File: config.mk
export PLATFORM = sky130hd
export DESIGN_NAME = booth_mult_arbiter
export DESIGN_NICKNAME = d
export VERILOG_FILES = /design/src/rtl/booth_mult_arbiter.sv
export SDC_FILE = /design/constraint.sdc
export NUM_CORES = 1
export LEC_CHECK = 0
export ABC_CLOCK_PERIOD_IN_PS = 4600
export CAP_MARGIN = 0
export CORE_MARGIN = 3
export CORE_UTILIZATION = 35
export DETAILED_ROUTE_END_ITERATION = 6
export HOLD_SLACK_MARGIN = 0.03
export PLACE_DENSITY = 0.68
export SLEW_MARGIN = 15
export SYNTH_ARGS = -nofsm -noshare
export SYNTH_HDL_FRONTEND = slang
export SYNTH_SLANG_ARGS = --single-unit
File: constraint.sdc
create_clock -name clk -period 4.6 [get_ports clk]
set_clock_uncertainty 0.2 [all_clocks]
set_input_delay 0.46 -clock clk [delete_from_list [all_inputs] [get_ports clk]]
set_output_delay 0.46 -clock clk [all_outputs]
set_load 0.01 [all_outputs]
File: src/rtl/booth_mult_arbiter.sv
// booth_mult_arbiter: round-robin sharing of one pipelined multiplier among N_REQ requesters, in-order tag FIFO routes products back.
//   clk, rst_n            clock, asynchronous active-low reset
//   req/req_a/req_b       per-requester request and packed operands
//   gnt                   one-hot pulse: operands of that requester were captured
//   rsp_vld/rsp_data      one-hot pulse plus product for the owning requester
//   mul_en/mul_a/mul_b    issue strobe and operands to the multiplier
//   mul_result/mul_rdy    multiplier product and its in-order result strobe
//   err_orphan            sticky flag: a result arrived with no tag outstanding
//   MULT_ARB_STATS_EN     adds busy_cycles and stall_cycles counters
module booth_mult_arbiter #(
    parameter int N_REQ   = 4,
    parameter int MAX_OUT = 8,
    parameter int DW      = 12
) (
    input  logic                  clk,
    input  logic                  rst_n,
    input  logic [N_REQ-1:0]      req,
    input  logic [N_REQ*DW-1:0]   req_a,
    input  logic [N_REQ*DW-1:0]   req_b,
    output logic [N_REQ-1:0]      gnt,
    output logic [N_REQ-1:0]      rsp_vld,
    output logic [2*DW-1:0]       rsp_data,
    output logic                  mul_en,
    output logic [DW-1:0]         mul_a,
    output logic [DW-1:0]         mul_b,
    input  logic [2*DW-1:0]       mul_result,
    input  logic                  mul_rdy,
    output logic                  err_orphan
`ifdef MULT_ARB_STATS_EN
    ,
    output logic [31:0]           busy_cycles,
    output logic [31:0]           stall_cycles
`endif
);
    localparam int TW = (N_REQ > 1) ? $clog2(N_REQ) : 1;
    localparam int AW = $clog2(MAX_OUT);
    localparam logic [AW:0] FULL_CNT = (AW+1)'(MAX_OUT);

    logic [TW-1:0]    ptr, w;
    logic [N_REQ-1:0] eligible, gnt_nxt, rsp_nxt;
    logic             found, empty, full, issue, pop;
    logic [TW-1:0]    tags [MAX_OUT];
    logic [AW-1:0]    wr_ptr, rd_ptr;
    logic [AW:0]      cnt;
    int               idx;

    // Masking the requester granted this cycle keeps its stale operands from issuing twice.
    always_comb begin
        eligible = req & ~gnt;
        found    = 1'b0;
        w        = '0;
        idx      = 0;
        for (int k = 0; k < N_REQ; k++) begin
            idx = int'(ptr) + k;
            if (idx >= N_REQ) idx = idx - N_REQ;
            if (!found && eligible[idx]) begin
                found = 1'b1;
                w     = TW'(idx);
            end
        end
    end

    assign empty = (cnt == '0);
    assign full  = (cnt == FULL_CNT);
    assign pop   = mul_rdy & ~empty;
    // A result leaving in the same cycle frees a slot, so a full FIFO may still accept.
    assign issue = found & (~full | mul_rdy);

    always_comb begin
        gnt_nxt = '0;
        rsp_nxt = '0;
        if (issue) gnt_nxt[w] = 1'b1;
        if (pop) rsp_nxt[tags[rd_ptr]] = 1'b1;
    end

    always_ff @(posedge clk or negedge rst_n) begin
        if (!rst_n) begin
            gnt        <= '0;
            rsp_vld    <= '0;
            rsp_data   <= '0;
            mul_en     <= 1'b0;
            mul_a      <= '0;
            mul_b      <= '0;
            err_orphan <= 1'b0;
            ptr        <= '0;
            wr_ptr     <= '0;
            rd_ptr     <= '0;
            cnt        <= '0;
        end else begin
            gnt        <= gnt_nxt;
            rsp_vld    <= rsp_nxt;
            mul_en     <= issue;
            err_orphan <= err_orphan | (mul_rdy & empty);
            cnt        <= cnt + {{AW{1'b0}}, issue} - {{AW{1'b0}}, pop};
            if (issue) begin
                mul_a  <= req_a[w*DW +: DW];
                mul_b  <= req_b[w*DW +: DW];
                ptr    <= (w == TW'(N_REQ-1)) ? '0 : w + TW'(1);
                wr_ptr <= wr_ptr + AW'(1);
            end
            if (pop) begin
                rsp_data <= mul_result;
                rd_ptr   <= rd_ptr + AW'(1);
            end
        end
    end

    // Tag storage needs no reset: only entries between rd_ptr and wr_ptr are ever read.
    always_ff @(posedge clk) begin
        if (issue) tags[wr_ptr] <= w;
    end

`ifdef MULT_ARB_STATS_EN
    always_ff @(posedge clk or negedge rst_n) begin
        if (!rst_n) begin
            busy_cycles  <= '0;
            stall_cycles <= '0;
        end else begin
            if (!empty && busy_cycles != 32'hFFFF_FFFF) busy_cycles <= busy_cycles + 32'd1;
            if (found && !issue && stall_cycles != 32'hFFFF_FFFF) stall_cycles <= stall_cycles + 32'd1;
        end
    end
`endif
endmodule

==> summary.md, run 1 <==
| Metric | Value |
|---|---|
| Status | `finished, final reports clean` |
| Primary FF master, synth | `dfrtp_1` |
| Die X | `117.0 um` |
| Min-Delay Path Class | `input pin to asynchronous set/reset pin` |
| Port buffer count | `184` |
| CTS tree | `built` |
| PwrDens | `615.7 mW/mm^2` |
| Crit path launch type | `input pin` |
| Sequential share of the synthesized area | `51.73%` |
| Finish-stage setup viols | `0` |
| Critical path data required time | `4.58 ns` |
| Worst Max-Slew Pin Slew | `0.8740 ns` |
| Post-DP HPWL | `8357 um` |
| Filler-free cell count of the finished design | `646` |
| I/O pin cnt | `185` |
| Post-synth EDFFs | `16` |
| Die area | `0.01370 sq mm` |
| Mapped Area | `0.004315 sq mm` |
| Critical Path, Cell by Cell | `clkdlybuf4s50_1 > nor4b_4 > a211oi_2 > nand2_2 > inv_1 > ha_1 > nand2_1 > o21ai_0` |
| WL per Instance | `16.96 um` |
| Tcrit/Tclk final | `58.15%` |
| Clock buffer depth | `2` |
| Worst-Skew Late Latency | `0.33 ns` |
| Area contributors post-synth | `dfrtp_1 (41%), mux2i_1 (11%), edfxtp_1 (11%)` |
| CTS resizes | `0` |
| Vias per cell | `4.985` |
| Remaining global-route overflow | `0` |
| Core ar. | `0.01171 sq mm` |
| Routed WL | `10950 um` |
| Dpl cells | `630` |
| Worst Setup End Kind | `flip-flop` |
| Final hold vios | `0` |
| Root buf cell | `clkbuf_16` |
| Synth-to-layout area growth | `52.57%` |
| Post-route cell area | `0.006584 sq mm` |
| Synth unique cells | `44` |
| Final Max Tran Viols | `0` |
| Slew HR | `41.73%` |
| Fmax | `373.8 MHz` |
| CP max stage delay | `0.53 ns` |
| First-pass DRT Iterations | `4` |
| Worst-path clk slew | `0.06 ns` |
| Initial Utilization | `36.85%` |
| Max Cap Viol | `0` |
| Depth of the CTS H-tree | `3` |
| Area leader, netlist | `dfrtp_1` |
| CP top delay family | `simple AND/OR/NAND/NOR gates` |
| Global-route wire length before repair | `17110 um` |
| Power, Total | `4.054 mW` |
| CP bufs+invs | `2` |
| Async SR Flop Fraction | `81.40%` |
| TritonCTS Buffers | `9` |
| Cells after Synth | `316` |
| Static Leak | `2.746 nW` |
| Yosys reg bits | `86` |
| Cts hold-fix bufs | `0` |
| Gr usage total | `16.32%` |
| Ant. Diodes | `0` |
| Slowest CP cell | `nand2_2` |
| Ys Warns | `0` |
| Core Rows | `39` |
| Peak supply drop | `0.0002679 V` |
| Fillers | `1011` |
| RSZ-0062 raised after global routing | `false` |
| Initial detailed-routing violation count | `105` |
| Crit path DAT | `2.66 ns` |
| RePlAce Congestion | `0.7434` |
| Routed vias | `3220` |
| Largest net degree at the start of global routing | `71` |
| # DRC | `0` |
| Number of global-route vias before repair | `3522` |
| Mean area per synthesized cell | `13.66 sq um` |
| Height of the die | `117.0 um` |
| Syn nets | `456` |
| Layout cells sized above 1 | `16.30%` |
| Area after DPL | `0.006269 sq mm` |
| Sink Count | `86` |
| Minimum clock period | `2.675 ns` |
| Initial antenna violation count | `0` |
| Setup TNS | `0 ns` |
| Final Net Count | `638` |
| Post-CTS setup buffers | `0` |
| Max FO, Critical Path | `24` |
| Top cell type's share of synthesized area | `40.59%` |
| Antenna viol nets, final | `0` |
| CP Class | `input pin to flip-flop` |
[flip-flops by register name, indices dropped and copies added (netlist names)]
register	cells
rd_ptr	3
err_orphan	1
mul_a	12
rsp_vld	4
wr_ptr	3
ptr	2
rsp_data	24
tags	16
gnt	4
mul_b	12
mul_en	1
cnt	4
[logic make-up after synthesis]
kind of cell	Yosys count	share of synthesized area (%)
DFF	86	51.73
xor gates and xnor gates	6	1.218
AOI/OAI and AO/OA	38	10.32
muxes	80	20.67
and+or+nand+nor	65	8.466
adders and majority gates	13	3.943
buffers and inverters	28	3.653
[cell usage after synthesis, drive strengths merged, types with 3 or more instances]
cell type / instances
nor3b: 4
nor2: 32
and2: 6
mux4: 4
ha: 12
nor4b: 3
buf: 12
mux2: 27
a221oi: 25
inv: 10
nand2b: 5
nand2: 7
mux2i: 49
o21ai: 5
edfxtp: 16
dfrtp: 70
xor2: 4
clkbuf: 6
[cell type report]
type	count	area (sq um)	share of cell area [%]
tap	143	178.9	2.718
multi-input combinational	202	1943	29.51
clock inverter	6	86.33	1.311
timing repair buffer	189	1877	28.51
sequential	86	2232	33.90
clock buffer	10	229.0	3.478
inverter	10	37.54	0.5701
[where the power goes]
| group | total [mW] | switching, mW | internal, mW |
|---|---|---|---|
| sequential | 1.31 | 0.202 | 1.11 |
| combinational | 1.98 | 0.930 | 1.05 |
| clock | 0.762 | 0.287 | 0.475 |
| total | 4.05 | 1.42 | 2.63 |
[path summary, 6_finish.rpt]
path / start / end / slack (ns) / depth (start not counted)
hold reg to reg: err_orphan / err_orphan / 0.27 / 1
setup / recovery: req[0] / ptr[1] / 1.92 / 8
hold / removal: rst_n / rsp_data[4] / 0.06 / 1
min in group clk: err_orphan / err_orphan / 0.27 / 1
setup reg to reg: ptr[1] / ptr[1] / 2.02 / 7
max in group asynchronous: rst_n / rsp_data[11] / 3.58 / 1
[cells in the final DEF (no fill, tap or decap), drive strengths merged, types with 5 or more instances in the layout]
cell type / netlist / layout
buf: 12 / 6
a221oi: 25 / 25
and2: 6 / 6
nand2: 7 / 7
clkdlybuf4s50: 0 / 183
ha: 12 / 12
o21ai: 5 / 5
mux2: 27 / 27
nand2b: 5 / 5
clkbuf: 6 / 10
inv: 10 / 10
edfxtp: 16 / 16
dfrtp: 70 / 70
nor2: 32 / 32
mux2i: 49 / 49
[per-layer routing]
layer | routed length [um] | part of all wire, % | up-vias | global-route usage (%)
met4 | 211 | 1.9 | 0 | 6.498
met2 | 5381 | 49 | 137 | 27.65
li1 | - | - | 1527 | -
met5 | 0 | 0 | - | 0
met1 | 4137 | 38 | 1540 | 18.02
met3 | 1223 | 11 | 16 | 7.147
[metrics by stage]
stage	setup slack, ns	util (%)	hold slack, ns
after CTS	1.910	56.22	0.09554
after detailed placement	1.565	53.53	0.2620
after global placement	1.615	53.53	0.2558
after floorplan	2.271	-	-0.03559
final	1.925	56.22	0.05811
after global routing	1.692	56.22	0.1358
Power figures use the tool's default switching activity.
==> run 2: changes to the inputs <==
--- a/config.mk
+++ b/config.mk
@@ -5,13 +5,13 @@
 export SDC_FILE = /design/constraint.sdc
 export NUM_CORES = 1
 export LEC_CHECK = 0
-export ABC_CLOCK_PERIOD_IN_PS = 4600
+export ABC_CLOCK_PERIOD_IN_PS = 2300
 export CAP_MARGIN = 0
 export CORE_MARGIN = 3
 export CORE_UTILIZATION = 35
 export DETAILED_ROUTE_END_ITERATION = 6
 export HOLD_SLACK_MARGIN = 0.03
-export PLACE_DENSITY = 0.68
+export PLACE_DENSITY = 0.71
 export SLEW_MARGIN = 15
 export SYNTH_ARGS = -nofsm -noshare
 export SYNTH_HDL_FRONTEND = slang
==> constraint.sdc (replaced) <==
create_clock -name clk -period 2.3 [get_ports clk]
set_clock_uncertainty 0.2 [all_clocks]
set_input_delay 0.23 -clock clk [delete_from_list [all_inputs] [get_ports clk]]
set_output_delay 0.23 -clock clk [all_outputs]
set_load 0.01 [all_outputs]
==> run 2 against run 1 <==
Effect of this change: non-clock buffer count is 15 higher; critical path depth rose by 1; worst setup slack lost 1.8 ns; total power up 110%; cell area grew 2.6%; clock-buffer cell count shrank 1; hold slack gained 0.23 ns; highest routed layer unchanged; flip-flop and latch count unchanged; global-route usage is 0.48 points lower; critical endpoint is now tags[5][1]; wire length shrank 1.4%.
==> summary.md, run 2 (synthesized netlist as in run 1, its figures left out) <==
| Metric | Value |
|---|---|
| Largest regs | `rsp_data x24, tags x16` |
| Commonest non-fill, non-tap cell in the layout | `clkdlybuf4s50_1` |
| CP max stage delay | `0.33 ns (-0.20 ns)` |
| First-pass DRT Iterations | `4 (unchanged)` |
| Clk network pwr share | `18.2% (-0.6 points)` |
| Final hold vios | `0 (unchanged)` |
| Minimum clock period | `2.186 ns` |
| Sequential Power Share | `31.4% (-1.0 points)` |
| Initial detailed-routing violation count | `101 (-3.8%)` |
| Die area | `0.01370 sq mm (unchanged)` |
| Fillers | `996 (-1.5%)` |
| Post-DP HPWL | `8159 um (-2.4%)` |
| Gr usage total | `15.84% (-0.48 points)` |
| Remaining global-route overflow | `0 (unchanged)` |
| Finish-stage setup viols | `0 (unchanged)` |
| Dpl cells | `644 (+2.2%)` |
| Power, Total | `8.396 mW (+110%)` |
| Worst-Skew Late Latency | `0.33 ns (about the same)` |
| PwrDens | `1243 mW/mm^2 (+100%)` |
| Max Cap Viol | `0 (unchanged)` |
| RePlAce Congestion | `0.7687 (+3.4%)` |
| Initial antenna violation count | `0 (unchanged)` |
| FF/Latch Area | `0.002232 sq mm (unchanged)` |
| CP top delay family | `buffers and inverters` |
| Height of the die | `117.0 um (unchanged)` |
| RSZ-0062 raised after global routing | `false` |
| Worst Max-Slew Pin Slew | `0.8859 ns (+0.01188 ns)` |
| Initial Utilization | `36.85% (unchanged)` |
| Tcrit/Tclk final | `95.04%` |
| Crit path DAT | `2.01 ns (-0.65 ns)` |
| Critical path data required time | `2.13 ns (-2.45 ns)` |
| Peak supply drop | `0.0005352 V (+100%)` |
| R2r worst-path depth | `9 (+2)` |
| Core Rows | `39 (unchanged)` |
| I/O pin cnt | `185 (unchanged)` |
| Critical Path, Cell by Cell | `inv_1 > ha_1 > nor4b_2 > buf_4 > a41oi_4 > buf_6 > nand2_1 > buf_4 > nor2_1` |
| P_sw | `2.893 mW (+100%)` |
| CTS tree | `built` |
| Port buffer count | `184 (unchanged)` |
| Vias per cell | `4.976 (-0.18%)` |
| Crit path launch type | `flip-flop` |
| CP Depth | `9 (+1)` |
| Sink Count | `86 (unchanged)` |
| Final core occ | `57.67% (+1.5 points)` |
| Layout cells sized above 1 | `18.92% (+2.6 points)` |
| Filler-free cell count of the finished design | `661 (+2.3%)` |
| R2R setup slack | `0.11 ns (-1.91 ns)` |
| Largest net degree at the start of global routing | `71 (unchanged)` |
| Min-Delay Path Class | `flip-flop to flip-flop` |
| # DRC | `0 (unchanged)` |
| Final Net Count | `653 (+2.4%)` |
| Depth of the CTS H-tree | `3 (unchanged)` |
| Root buf cell | `clkbuf_16` |
| TritonCTS Buffers | `9 (unchanged)` |
| Post-route cell area | `0.006754 sq mm (+2.6%)` |
| CP Launch Point | `cnt[2]` |
| Core ar. | `0.01171 sq mm (unchanged)` |
| Multi-input logic area | `0.001954 sq mm (+0.58%)` |
| CP most frequent cell | `buf_4` |
| Static Leak | `2.835 nW (+3.2%)` |
| Clock buffer depth | `2 (unchanged)` |
| Routed WL | `10800 um (-1.4%)` |
| Worst R2R End | `tags[5][1]` |
| Setup TNS | `0 ns (unchanged)` |
| PnR worst setup slack | `0.1140 ns (-1.811 ns)` |
| Post-CTS setup buffers | `0 (unchanged)` |
| Slowest CP cell | `dfrtp_1` |
| Antenna viol nets, final | `0 (unchanged)` |
| WL per Instance | `16.34 um (-3.7%)` |
| Most frequent cells in the layout | `clkdlybuf4s50_1 (183), dfrtp_1 (70), mux2i_1 (49)` |
| Final Max Tran Viols | `0 (unchanged)` |
| Fmax | `457.5 MHz` |
| Ant. Diodes | `0 (unchanged)` |
| Logic gate share of total power | `50.4% (+1.6 points)` |
| Global-route wire length before repair | `17100 um (about the same)` |
| CP bufs+invs | `4 (+2)` |
| Sw Ratio | `34.45% (-0.57 points)` |
| Max FFs per register | `24 (unchanged)` |
| Area after DPL | `0.006411 sq mm (+2.3%)` |
| Largest register by flop count | `rsp_data` |
| Routed vias | `3289 (+2.1%)` |
| Crit path capture | `tags[5][1]` |
| Dpl ws | `-0.03530 ns (-1.601 ns)` |
| Die X | `117.0 um (unchanged)` |
| FF-to-FF Start | `cnt[2]` |
| Max FO, Critical Path | `10 (-58%)` |
| Status | `finished, final reports clean` |
| Worst-path clk slew | `0.06 ns (about the same)` |
| Worst Setup End Kind | `flip-flop` |
| Number of global-route vias before repair | `3553 (+0.88%)` |
| Worst hold margin | `0.2905 ns (+0.2324 ns)` |
| CP Class | `flip-flop to flip-flop` |
| Slew HR | `40.94% (-0.79 points)` |
| Power Internal | `5.504 mW (+110%)` |
| Synth-to-layout area growth | `56.51%` |
-- run 2: power groups by stage --
stage	sequential (mW)	combinational [mW]	clock (mW)
after floorplan	2.74	2.44	0
after global placement	2.63	4.19	0
after detailed placement	2.65	4.26	0
after CTS	2.64	4.28	1.56
after global routing	2.72	4.63	1.61
final	2.64	4.23	1.53
-- run 2: worst register-to-register path, cell delays in order, from the launching register on --
cell and delay [ns]:
dfrtp_1 0.33, inv_1 0.07, ha_1 0.20, nor4b_2 0.16, buf_4 0.15, a41oi_4 0.19
buf_6 0.16, nand2_1 0.10, buf_4 0.16, nor2_1 0.17
-- run 2: what timing repair did --
action	CTS	global route
hold buffers	1	0
endpoints found under the hold margin	70	0
resized for setup	0	4
setup endpoints to repair	0	9
-- run 2: routing by layer --
metal,track usage [%],share of wire [%],vias to the layer above
li1,-,-,1555
met1,18.42,40,1588
met2,26.77,49,133
met3,5.810,9.5,13
met4,5.963,1.7,0
met5,0,0,-
-- run 2: layout make-up --
class / instances / share of cell area [%]
timing repair buffer: 204 / 30.16
inverter: 10 / 0.5558
sequential: 86 / 33.05
tap: 143 / 2.649
multi-input combinational: 202 / 28.94
clock inverter: 7 / 1.315
clock buffer: 9 / 3.335
-- run 2: worst min-delay path by stage --
stage	start	to	depth (start not counted)
floorplan	rst_n	cnt[0]	0
global placement	rst_n	rsp_data[5]	1
detailed placement	rst_n	rsp_data[6]	1
CTS	err_orphan	err_orphan	1
global route	mul_result[0]	rsp_data[0]	2
finish	err_orphan	err_orphan	1
==> run 3: changes to the inputs <==
--- a/config.mk
+++ b/config.mk
@@ -8,11 +8,12 @@
 export ABC_CLOCK_PERIOD_IN_PS = 2300
 export CAP_MARGIN = 0
 export CORE_MARGIN = 3
-export CORE_UTILIZATION = 35
+export CORE_UTILIZATION = 39
 export DETAILED_ROUTE_END_ITERATION = 6
 export HOLD_SLACK_MARGIN = 0.03
-export PLACE_DENSITY = 0.71
+export PLACE_DENSITY = 0.78
 export SLEW_MARGIN = 15
 export SYNTH_ARGS = -nofsm -noshare
 export SYNTH_HDL_FRONTEND = slang
 export SYNTH_SLANG_ARGS = --single-unit
+export TNS_END_PERCENT = 1
==> run 3 against run 2 <==
Effect of this change: flip-flop and latch count unchanged; hold slack got worse by 0.022 ns; die area decreased by 9.7%; register-to-register slack improved by 0.02 ns; cell area decreased by 2.1%; via count decreased by 4.0%; worst setup slack improved by 0.017 ns; critical path type unchanged; critical endpoint is now tags[7][1]; final cell count decreased by 1.8%.
==> summary.md, run 3 (synthesized netlist as in run 1, its figures left out) <==
| Metric | Value |
|---|---|
| Status | `finished, final reports clean` |
| Largest register by flop count | `rsp_data` |
| Global-route wire length before repair | `16490 um (-3.6%)` |
| Height of the die | `111.2 um (-5.0%)` |
| Worst-Skew Late Latency | `0.34 ns (about the same)` |
| Initial antenna violation count | `0 (unchanged)` |
| Sink Count | `86 (unchanged)` |
| RSZ-0062 raised after global routing | `false` |
| Die X | `111.2 um (-5.0%)` |
| Routed WL | `9914 um (-8.2%)` |
| Remaining global-route overflow | `0 (unchanged)` |
| Power, Total | `7.790 mW (-7.2%)` |
| Antenna viol nets, final | `0 (unchanged)` |
| Max FO, Critical Path | `10 (unchanged)` |
| PwrDens | `1179 mW/mm^2 (-5.2%)` |
| Initial Utilization | `40.88% (+4.0 points)` |
| Crit path DAT | `2.02 ns (about the same)` |
| First-pass DRT Iterations | `4 (unchanged)` |
| Final Net Count | `648 (-0.77%)` |
| CTS tree | `built` |
| Tcrit/Tclk final | `94.30% (-0.74 points)` |
| Min-Delay Path Class | `flip-flop to flip-flop` |
| Clock buffer depth | `2 (unchanged)` |
| Port buffer count | `184 (unchanged)` |
| Max FFs per register | `24 (unchanged)` |
| Most frequent cells in the layout | `clkdlybuf4s50_1 (183), dfrtp_1 (70), mux2i_1 (49)` |
| Layout cells sized above 1 | `19.30% (+0.38 points)` |
| WL per Instance | `15.28 um (-6.5%)` |
| Routed vias | `3156 (-4.0%)` |
| Worst Max-Slew Pin Slew | `0.8539 ns (-0.03201 ns)` |
| Synth-to-layout area growth | `53.15%` |
| Vias per cell | `4.863 (-2.3%)` |
| TritonCTS Buffers | `9 (unchanged)` |
| CP Class | `flip-flop to flip-flop` |
| Initial detailed-routing violation count | `85 (-16%)` |
| RePlAce Congestion | `0.7375 (-4.1%)` |
| Met2 GRT Util | `28.35% (+1.6 points)` |
| Critical path data required time | `2.15 ns (+0.02 ns)` |
| Peak supply drop | `0.0005094 V (-4.8%)` |
| Final hold vios | `0 (unchanged)` |
| Multi-input logic area | `0.001986 sq mm (+1.6%)` |
| Final Max Tran Viols | `0 (unchanged)` |
| Fillers | `854 (-14%)` |
| Commonest non-fill, non-tap cell in the layout | `clkdlybuf4s50_1` |
| Slew HR | `43.07% (+2.1 points)` |
| Post-DP HPWL | `7657 um (-6.2%)` |
| Number of global-route vias before repair | `3338 (-6.1%)` |
| # DRC | `0 (unchanged)` |
| Depth of the CTS H-tree | `3 (unchanged)` |
| I/O pin cnt | `185 (unchanged)` |
| Static Leak | `2.768 nW (-2.4%)` |
| Max Cap Viol | `0 (unchanged)` |
| Fmax | `461.0 MHz (+0.78%)` |
| Worst Setup End Kind | `flip-flop` |
| Die area | `0.01236 sq mm (-9.7%)` |
| FF/Latch Area | `0.002232 sq mm (unchanged)` |
| Core Rows | `37 (-5.1%)` |
| Ant. Diodes | `0 (unchanged)` |
| Core ar. | `0.01056 sq mm (-9.9%)` |
| Root buf cell | `clkbuf_8` |
| GR Util met3 | `4.421% (-1.4 points)` |
| Crit path launch type | `flip-flop` |
| Gr usage total | `16.21% (+0.37 points)` |
| Met1 Usage GRT | `19.75% (+1.3 points)` |
| Largest regs | `rsp_data x24, tags x16` |
| Final core occ | `62.61% (+4.9 points)` |
| Finish-stage setup viols | `0 (unchanged)` |
| Minimum clock period | `2.169 ns (-0.01702 ns)` |
| Largest net degree at the start of global routing | `71 (unchanged)` |
| Grt peak-use layer | `met2` |
| Worst-path clk slew | `0.08 ns (+0.02 ns)` |
run 3: cell types whose count changed in the layout (fill, tap and decap cells not counted), sizes merged:
cell      previous run  this run
clkinvlp             2         0
inv                 10        12
bufinv               2         0
buf                 20        15
clkbuf               9        11
run 3: layer usage:
| metal | up-vias | wire length (um) |
|---|---|---|
| met1 | 1466 | 4004 |
| li1 | 1550 | - |
| met4 | 0 | 135 |
| met5 | - | 0 |
| met3 | 12 | 764 |
| met2 | 128 | 5011 |
run 3: what timing repair did:
item | in CTS | in global routing
hold endpoints to repair | 70 | 0
hold buffers | 1 | 0
setup endpoints to repair | 0 | 7
resized for setup | 0 | 8
setup buffers | 0 | 0
run 3: through the flow:
stage | hold slack [ns] | setup TNS (ns) | setup WS, ns | cells | instance area, sq um
after floorplan | -0.2656 | 0 | 0.08790 | 316 | 4317
after global placement | 0.2040 | -0.01506 | -0.01353 | 632 | 6365
after detailed placement | 0.2050 | -0.1728 | -0.03876 | 632 | 6365
after CTS | 0.2751 | 0 | 0.05044 | 649 | 6566
after global routing | 0.2865 | 0 | 0.007676 | 649 | 6609
final | 0.2687 | 0 | 0.1310 | 649 | 6609
run 3: report_power, final:
| part | switching, mW | internal, mW |
|---|---|---|
| Sequential | 0.415 | 2.22 |
| Clock | 0.542 | 0.462 |
| Combinational | 1.86 | 2.29 |
run 3: path summary, 6_finish.rpt:
check	start	to	slack, ns	depth (start not counted)
setup / recovery	cnt[2]	tags[7][1]	0.13	9
hold / removal	err_orphan	err_orphan	0.27	1
setup reg to reg	cnt[2]	tags[7][1]	0.13	9
hold reg to reg	err_orphan	err_orphan	0.27	1
max in group asynchronous	rst_n	mul_a[11]	1.01	2
min in group asynchronous	rst_n	cnt[3]	0.34	2
run 3: final cells by class:
cell class | count | area share (%)
Inverter | 10 | 0.5680
Multi-Input combinational cell | 202 | 30.05
Clock buffer | 11 | 2.291
Tap cell | 136 | 2.575
Clock inverter | 5 | 0.6058
Timing Repair Buffer | 199 | 30.14
Sequential cell | 86 | 33.78
run 3: critical path: stages, from the launching register on:
cell     delay [ns]
dfrtp_1        0.33
inv_1          0.06
ha_1           0.20
nor4b_4        0.13
buf_4          0.15
a41oi_4        0.18
buf_4          0.19
nand2_1        0.12
buf_4          0.18
nor2_2         0.14
